File: config.mk
export PLATFORM = sky130hd
export DESIGN_NAME = uart_tx_sched
export DESIGN_NICKNAME = d
export VERILOG_FILES = /design/src/rtl/uart_pkg.sv /design/src/rtl/uart_rr_pick.sv /design/src/rtl/uart_tx_sched.sv
export SDC_FILE = /design/constraint.sdc
export NUM_CORES = 1
export LEC_CHECK = 0
export CAP_MARGIN = 20
export CELL_PAD_IN_SITES_DETAIL_PLACEMENT = 1
export CELL_PAD_IN_SITES_GLOBAL_PLACEMENT = 1
export CORE_MARGIN = 3
export CORE_UTILIZATION = 50
export CTS_BUF_LIST = sky130_fd_sc_hd__clkbuf_8 sky130_fd_sc_hd__clkbuf_16
export CTS_CLUSTER_DIAMETER = 100
export DETAILED_ROUTE_END_ITERATION = 7
export DONT_BUFFER_PORTS = 1
export GPL_TIMING_DRIVEN = 1
export PLACE_DENSITY_LB_ADDON = 0.1
export SLEW_MARGIN = 30
export SYNTH_ARGS = -nofsm -noshare
export SYNTH_HDL_FRONTEND = slang
export SYNTH_SLANG_ARGS = --single-unit
File: constraint.sdc
create_clock -name clk -period 3.8 [get_ports clk]
set_input_delay 0.19 -clock clk [delete_from_list [all_inputs] [get_ports clk]]
set_output_delay 0.19 -clock clk [all_outputs]
set_load 0.03 [all_outputs]
File: src/rtl/uart_pkg.sv
// ---------------------------------------------------------------------------
// uart_pkg
// Shared definitions for the UART transmit scheduler slice.
//   sched_state_t : scheduler FSM state encoding (IDLE/LOAD/SEND/RELEASE)
//   BIT_TMR_MAX   : clocks per serial bit of the board transmitter
//   BIT_IDX_MAX   : bits per 8N1 character (start + 8 data + stop)
//   idx_width()   : index width for a requester count (minimum 1 bit)
// ---------------------------------------------------------------------------
package uart_pkg;

    typedef enum logic [1:0] {
        ST_IDLE    = 2'd0,
        ST_LOAD    = 2'd1,
        ST_SEND    = 2'd2,
        ST_RELEASE = 2'd3
    } sched_state_t;

    localparam int BIT_TMR_MAX = 869;
    localparam int BIT_IDX_MAX = 10;

    function automatic int idx_width(input int n);
        return (n > 1) ? $clog2(n) : 1;
    endfunction

endpackage

File: src/rtl/uart_rr_pick.sv
// ---------------------------------------------------------------------------
// uart_rr_pick
// Combinational rotate-priority picker: finds the first asserted request
// scanning ptr, ptr+1, ... modulo NUM_REQ.
//   req   in  NUM_REQ  request vector
//   ptr   in  IDX_W    highest-priority position (always < NUM_REQ)
//   found out 1        at least one request asserted
//   idx   out IDX_W    index of the winning requester (0 when none)
// ---------------------------------------------------------------------------
module uart_rr_pick
    import uart_pkg::*;
#(
    parameter int NUM_REQ = 4,
    parameter int IDX_W   = idx_width(NUM_REQ)
) (
    input  logic [NUM_REQ-1:0] req,
    input  logic [IDX_W-1:0]   ptr,
    output logic               found,
    output logic [IDX_W-1:0]   idx
);

    // w_pos[k] is the requester index examined at priority rank k.
    logic [IDX_W-1:0]   w_pos [NUM_REQ];
    logic [NUM_REQ-1:0] w_rot;

    generate
        for (genvar gi = 0; gi < NUM_REQ; gi++) begin : g_rot
            logic [IDX_W:0] w_sum;
            // ptr < NUM_REQ, so a single conditional subtraction wraps.
            assign w_sum      = {1'b0, ptr} + (IDX_W+1)'(gi);
            assign w_pos[gi]  = (w_sum >= (IDX_W+1)'(NUM_REQ))
                              ? IDX_W'(w_sum - (IDX_W+1)'(NUM_REQ))
                              : w_sum[IDX_W-1:0];
            assign w_rot[gi]  = req[w_pos[gi]];
        end
    endgenerate

    // Scan from lowest priority upward so the highest-priority hit wins.
    always_comb begin
        found = 1'b0;
        idx   = '0;
        for (int k = NUM_REQ - 1; k >= 0; k--) begin
            if (w_rot[k]) begin
                found = 1'b1;
                idx   = w_pos[k];
            end
        end
    end

endmodule

File: src/rtl/uart_tx_sched.sv
// ---------------------------------------------------------------------------
// uart_tx_sched
// Round-robin scheduler sharing one byte-level 8N1 UART transmitter
// (send/done handshake) between NUM_REQ frame-oriented requesters. A grant
// lasts a whole frame (or MAX_BYTES bytes); each byte is registered so it is
// stable on the wire; a per-byte watchdog recovers from a stuck transmitter.
//   clk          in   clock
//   rst          in   synchronous active-high reset
//   req          in   NUM_REQ    per-requester byte available
//   req_data     in   8*NUM_REQ  byte of requester i at [8i+7:8i]
//   req_last     in   NUM_REQ    presented byte ends the frame
//   byte_ack     out  NUM_REQ    one-cycle pulse: byte of requester i taken
//   grant        out  NUM_REQ    one-hot line owner, 0 when idle
//   tx_send      out  transmitter send
//   tx_data      out  8          transmitter data
//   tx_done      in   transmitter done
//   busy         out  scheduler not idle
//   err_timeout  out  one-cycle pulse on watchdog expiry
// ---------------------------------------------------------------------------
module uart_tx_sched
    import uart_pkg::*;
#(
    parameter int NUM_REQ   = 4,
    parameter int MAX_BYTES = 16,
    parameter int TIMEOUT   = 16383
) (
    input  logic                   clk,
    input  logic                   rst,
    input  logic [NUM_REQ-1:0]     req,
    input  logic [8*NUM_REQ-1:0]   req_data,
    input  logic [NUM_REQ-1:0]     req_last,
    output logic [NUM_REQ-1:0]     byte_ack,
    output logic [NUM_REQ-1:0]     grant,
    output logic                   tx_send,
    output logic [7:0]             tx_data,
    input  logic                   tx_done,
    output logic                   busy,
    output logic                   err_timeout
);

    localparam int IDX_W = idx_width(NUM_REQ);
    localparam int CNT_W = $clog2(MAX_BYTES + 1);
    localparam int TMO_W = $clog2(TIMEOUT + 1);

    sched_state_t       r_state;
    logic [NUM_REQ-1:0] r_grant;
    logic [IDX_W-1:0]   r_g;
    logic [IDX_W-1:0]   r_ptr;
    logic [CNT_W-1:0]   r_cnt;
    logic [TMO_W-1:0]   r_tmo;
    logic               r_last;
    logic               r_abort;
    logic [7:0]         r_tx_data;

    logic               w_found;
    logic [IDX_W-1:0]   w_idx;
    logic [NUM_REQ-1:0] w_g_onehot;
    logic [NUM_REQ-1:0] w_win_onehot;
    logic [7:0]         w_req_byte [NUM_REQ];
    logic [7:0]         w_sel_byte;
    logic               w_sel_req;
    logic               w_sel_last;
    logic [IDX_W-1:0]   w_next_ptr;
    logic               w_cap_hit;
    logic               w_tmo_hit;

    uart_rr_pick #(
        .NUM_REQ (NUM_REQ),
        .IDX_W   (IDX_W)
    ) u_pick (
        .req   (req),
        .ptr   (r_ptr),
        .found (w_found),
        .idx   (w_idx)
    );

    generate
        for (genvar gi = 0; gi < NUM_REQ; gi++) begin : g_dec
            assign w_g_onehot[gi]   = (r_g == IDX_W'(gi));
            assign w_win_onehot[gi] = (w_idx == IDX_W'(gi));
            assign w_req_byte[gi]   = req_data[8*gi +: 8];
        end
    endgenerate

    assign w_sel_req  = req[r_g];
    assign w_sel_last = req_last[r_g];
    assign w_sel_byte = w_req_byte[r_g];
    assign w_next_ptr = (r_g == IDX_W'(NUM_REQ - 1)) ? '0 : r_g + 1'b1;
    // Cap is evaluated before the increment: this byte is number cnt+1.
    assign w_cap_hit  = (r_cnt == CNT_W'(MAX_BYTES - 1));
    assign w_tmo_hit  = (r_tmo == TMO_W'(TIMEOUT - 1));

    always_ff @(posedge clk) begin
        if (rst) begin
            r_state   <= ST_IDLE;
            r_grant   <= '0;
            r_g       <= '0;
            r_ptr     <= '0;
            r_cnt     <= '0;
            r_tmo     <= '0;
            r_last    <= 1'b0;
            r_abort   <= 1'b0;
            r_tx_data <= 8'h00;
        end else begin
            case (r_state)
                ST_IDLE: begin
                    if (w_found) begin
                        r_grant <= w_win_onehot;
                        r_g     <= w_idx;
                        r_cnt   <= '0;
                        r_state <= ST_LOAD;
                    end
                end
                ST_LOAD: begin
                    if (w_sel_req) begin
                        r_tx_data <= w_sel_byte;
                        r_last    <= w_sel_last | w_cap_hit;
                        r_cnt     <= r_cnt + 1'b1;
                        r_tmo     <= '0;
                        r_state   <= ST_SEND;
                    end else begin
                        // Requester vanished mid-frame: give the line away.
                        r_grant <= '0;
                        r_ptr   <= w_next_ptr;
                        r_state <= ST_IDLE;
                    end
                end
                ST_SEND: begin
                    r_tmo <= r_tmo + 1'b1;
                    if (tx_done) begin
                        r_state <= ST_RELEASE;
                    end else if (w_tmo_hit) begin
                        r_abort <= 1'b1;
                        r_state <= ST_RELEASE;
                    end
                end
                ST_RELEASE: begin
                    // Hold off until done falls so the transmitter is ready again.
                    if (!tx_done) begin
                        if (r_last || r_abort) begin
                            r_grant <= '0;
                            r_ptr   <= w_next_ptr;
                            r_abort <= 1'b0;
                            r_state <= ST_IDLE;
                        end else begin
                            r_state <= ST_LOAD;
                        end
                    end
                end
                default: r_state <= ST_IDLE;
            endcase
        end
    end

    // Pulses are gated by rst so an interrupted frame emits nothing.
    assign byte_ack    = (r_state == ST_LOAD && w_sel_req && !rst) ? w_g_onehot : '0;
    assign err_timeout = (r_state == ST_SEND) && !tx_done && w_tmo_hit && !rst;
    assign tx_send     = (r_state == ST_SEND);
    assign tx_data     = r_tx_data;
    assign grant       = r_grant;
    assign busy        = (r_state != ST_IDLE);

endmodule

* Word level (Yosys, flattened, before mapping)
Index checks and enable logic that the tools add are counted.
** Word-level totals
- Bits in registers :: 39
- Input port bits :: 43
- Logic and storage cells :: 130
** Operators by class
- $add $sub $neg :: 10
- Magnitude comparators :: 10
- Equal/unequal tests :: 19
- Muxes and demuxes :: 55
- Bitwise logic cells :: 2
- Reduce and logical (&&, ||, !) cells :: 25
** Operators with widths (count)
- 2-bit two-way mux :: 17
- 14-bit one-hot mux with 2 select lines :: 1
- 4-bit two-way mux :: 5
- 8-bit binary-select mux with 2-bit select :: 1
- 8-bit two-way mux :: 2
- 2-bit by 3-bit less-than comparator with 1-bit output, second input constant :: 5
- 1-bit two-way mux :: 15
- 14-bit by 1-bit adder with 14-bit output, second input constant :: 1
- 14-bit equality test, second input constant :: 1
- 14-bit two-way mux :: 1
- 1-bit binary-select mux with 2-bit select :: 6
- 2-bit equality test, second input constant :: 6
- 3-bit >= comparator, second input constant :: 4
- 4-bit one-hot mux with 3 select lines :: 1
- 5-bit two-way mux :: 2
- 2-bit != test, second input constant :: 5
- 5-bit one-hot mux with 2 select lines :: 1
- 5-bit AND reduction :: 2
- 2-bit nonzero test :: 5
- 2-bit one-hot mux with 4 select lines :: 1
- 2-bit by 1-bit subtractor with 2-bit output, second input constant :: 4
- 2-bit by 2-bit adder with 3-bit output, second input constant :: 2
- 2-bit by 1-bit equality test with 1-bit output, second input constant :: 3
- 2-bit zero test :: 3
- other kinds (18) :: 27

* Logic depth before layout (Yosys ltp)
- Word-level depth :: 12
- Depth in mapped cells :: 7

* Modules after synthesis
Synthesis repeated with hierarchy kept, for this count alone.
** Unflattened totals
- Cells, all modules :: 246
- Area total of the unflattened synthesis :: 2202.1 um^2
** By module, submodules not included
- uart_tx_sched :: instances 1, cells an instance 233, area an instance 2124.5 um^2, sequential area each 780.7 um^2
- uart_rr_pick :: instances 1, cells an instance 13, area an instance 77.6 um^2, sequential area each 0.0 um^2

* Worst setup path before layout
No wires, ideal clock.
- Path type :: reg-to-output
- Start point :: register r_tmo[0]
- End point :: output port err_timeout
- Data arrival time :: 1654 ps
- Path slack :: 1956 ps
- Stages on the path, launching flop included :: 7
- Path buffers :: 0
- Cell sequence :: dfxtp_1 inv_1 ha_1 nand2_1 nor4_1 or3b_2 nor2_1
** Between the ends
- Longest elaborated chain between the ends :: 3
** Ends and longest elaborated chain
- start: declaration :: line uart_tx_sched.sv:50 : logic [TMO_W-1:0] r_tmo;
- start signal: assignment :: line uart_tx_sched.sv:129 : r_tmo <= r_tmo + 1'b1;
- 14-bit equality test :: line uart_tx_sched.sv:91 : assign w_tmo_hit = (r_tmo == TMO_W'(TIMEOUT - 1));
- 1-bit logical AND (2 in series) :: line uart_tx_sched.sv:157 : assign err_timeout = (r_state == ST_SEND) && !tx_done && w_tmo_hit && !rst;
- end: declaration :: line uart_tx_sched.sv:38 : output logic err_timeout
No other way between the ends.

==> impl_results.md <==
- Post-DP HPWL: 4136 um
- HP Class: primary input to register
- H-Tree Depth: 2
- YS warnings: 0
- Fin. max-slew vios: 0
- Setup slack at placement: 1.126 ns
- Register bit total from synthesis: 39
- # diodes: 0
- Final Core Density: 56.37%
- Min-Delay Path Depth: 2
- Synth-to-Final Area Change: 3.868%
- Vias: 1912
- Non-Filler Instances: 300
- Largest cells by area after synthesis: dfxtp_1 34%, mux4_2 9.9%, a21oi_1 5.3%, nand2_1 4.8%, ha_1 4.4%
- PostCTS Resize Cnt: 0
- Sequential-to-total area share from yosys stat: 34.48%
- Fin nets: 300
- Crit-path cells: nand2b_1 -> inv_1 -> nand2_1 -> or3b_2 -> nor2_1
- Setup tns final: 0 ns
- Netlist cell types: 50
- Psw: 0.2961 mW
- Setup violators final: 0
- RSZ-0062 raised after global routing: no
- Worst Path Arrival: 2.84 ns
- CP endpoint kind: output pin
- FP Rows: 23
- Mapped cell area: 2265 um^2
- Cell Int Power: 0.6603 mW
- Setup Buffers After CTS: 0
- IO buf count: 0
- Post-Route WL: 5838 um
- F_max: 329.5 MHz
- CTS root buf: clkbuf_8
- Placed Instances: 291
- Logic pwr share: 18.4%
- Final cycle utilization of the critical path: 79.87%
- R2r setup slk: 1.44 ns
- GRT overflow: 0
- Status: finished, final reports clean
- Clock power frac: 32.6%
- Cell taking the most area after synthesis: dfxtp_1
- Cell with the most instances after synthesis: dfxtp_1
- Synthesized instance count: 255
- Max Root-Sink Buffers: 2
- Final hold slack: 0.09821 ns
- Worst Hold Launch: tx_done
- DIE HEIGHT: 73.30 um
- Total track usage: 22.92%
- Full die area: 5373 um^2
- Top cell type's share of synthesized area: 34.48%
- Sw Ratio: 30.96%
- CP Data Required Time: 3.61 ns
- DR pass1 iterations: 4
- Slowest-stage cell, CP: inv_1
- Synth Flop Type: dfxtp_1
- Rel. slew slack: 58.33%
- CTS tree: done
- Core Region: 4173 um^2
- DR iter-0 viols: 121
- Die X: 73.30 um
- Slack of the critical path: 0.7651 ns
- Share of layout cells above drive strength 1: 10.40%
- Vias in the first global route: 1936
- Number of synthesized flops with an enable pin: 0
- Remaining antenna violation count: 0
- Crit path time final: 3.035 ns
- Worst r2r path cells: 5
- First-pass GRT wire length: 9432 um
- Max_cap viols: 0
- Final Hold Viols: 0
- Skew final: 0.004678 ns
- Clk_lat worst skew: 0.30 ns
- Initial core utilization: 54.27%
- Critical path's largest stage delay: 0.57 ns
- Crit start category: register
- Crit Path Class: register to output pin
- R2r endpoint: r_tmo[11]$_SDFFE_PP0P_
- Vias per cell: 6.373
- Clock slew at reported path FFs: 0.08 ns
- Largest net degree at the start of global routing: 32
- Routed len/inst: 19.46 um
- Worst vdd ir: 235.8 uV
- RD Place Congestion: 0.7974
- Sequential Power Share: 49.0%
- Initial antenna violation count: 0
- I/O pins: 62
- Post-synth ARST share: 0%
- Clk sinks: 39
- Total clock buffers created by CTS: 5
- Most frequent cells after synthesis: 39 x dfxtp_1, 29 x nand2_1, 24 x a21oi_1
- Mapped Nets: 306
- Cts hold-fix bufs: 1
- Avg Cell Area, Syn: 8.881 um^2
- Pwr dens: 406.6 nW/um^2
- Slew @ Worst Pin: 0.6243 ns
- Hold Crit Endpoint: r_abort$_SDFFE_PP0P_
- Critical Path Fanout Max: 13
- Leak Pwr: 0.8376 nW
- DRC Markers: 0
metrics by stage:
| step | area, um^2 | total power, mW |
|---|---|---|
| after floorplan | 2265 | 0.6277 |
| after global placement | 2232 | 0.6430 |
| after detailed placement | 2232 | 0.6469 |
| after CTS | 2352 | 0.9637 |
| after global routing | 2352 | 1.006 |
| final | 2352 | 0.9564 |
critical path: cells and delay by family (launching register included):
family                 cells  cell delay, ns
buffers and inverters      1            0.57
DFF                        1            0.47
and+or+nand+nor            4            1.49
power by group through the flow:
| stage | Sequential (mW) | Clock, mW | Combinational (mW) |
|---|---|---|---|
| final | 0.469 | 0.312 | 0.176 |
| after global placement | 0.478 | 0 | 0.165 |
| after floorplan | 0.470 | 0 | 0.158 |
| after global routing | 0.472 | 0.339 | 0.195 |
| after CTS | 0.469 | 0.318 | 0.177 |
| after detailed placement | 0.479 | 0 | 0.168 |
placed cells by master, fill, tap and decap left out, drive strengths merged, types with 5 or more instances in the layout:
cell    count
clkbuf      7
dfxtp      39
nor3        6
ha          8
a31oi       7
mux4       10
inv        12
nand3       7
nor2       23
nand2      30
a21oi      25
and3        6
o21ai       9
nand2b      5
nor4b       5
metal layers:
metal  wire length (um)  share of wire [%]  track usage (%)  vias up
li1                   -                  -                -      931
met1               2577                 44            30.03      936
met2               2934                 50            36.74       35
met3                217                3.7            4.925       10
met4                109                1.9            9.256        0
met5                  0                  0                0        -
registers in the layout, summed over array words and instances (netlist names), named ones only:
register,cells
grant,4
r_abort,1
r_cnt,5
r_g,2
r_last,1
r_ptr,2
r_state,1
r_tmo,14
tx_data,8
cell families after synthesis:
group | Yosys count | synth area share [%]
xor+xnor | 2 | 0.7736
flops | 39 | 34.48
simple gates | 105 | 24.53
compound gates | 62 | 18.18
mux | 13 | 11.27
buf+inv | 26 | 6.353
fa+ha+maj | 8 | 4.420
worst max-delay path by stage:
stage	start	endpoint	slack, ns	cells past startpoint
5_1_grt	register	err_timeout	0.56	5
2_1_floorplan	r_tmo[0]$_SDFFE_PP0P_	err_timeout	1.96	6
6_report	register	err_timeout	0.77	5
3_5_place_dp	register	err_timeout	1.13	5
4_1_cts	register	err_timeout	0.77	5
3_3_place_gp	register	err_timeout	1.19	5
area by class of cell:
| class | count | area [um^2] |
|---|---|---|
| Fill cell | 492 | 1821 |
| Multi-Input combinational cell | 190 | 1340 |
| Sequential cell | 39 | 780.7 |
| Clock buffer | 7 | 96.34 |
| Tap cell | 50 | 62.56 |
| Inverter | 11 | 41.29 |
| Timing Repair Buffer | 2 | 27.53 |
| Clock inverter | 1 | 3.754 |
(Power assumes the default switching activity.)
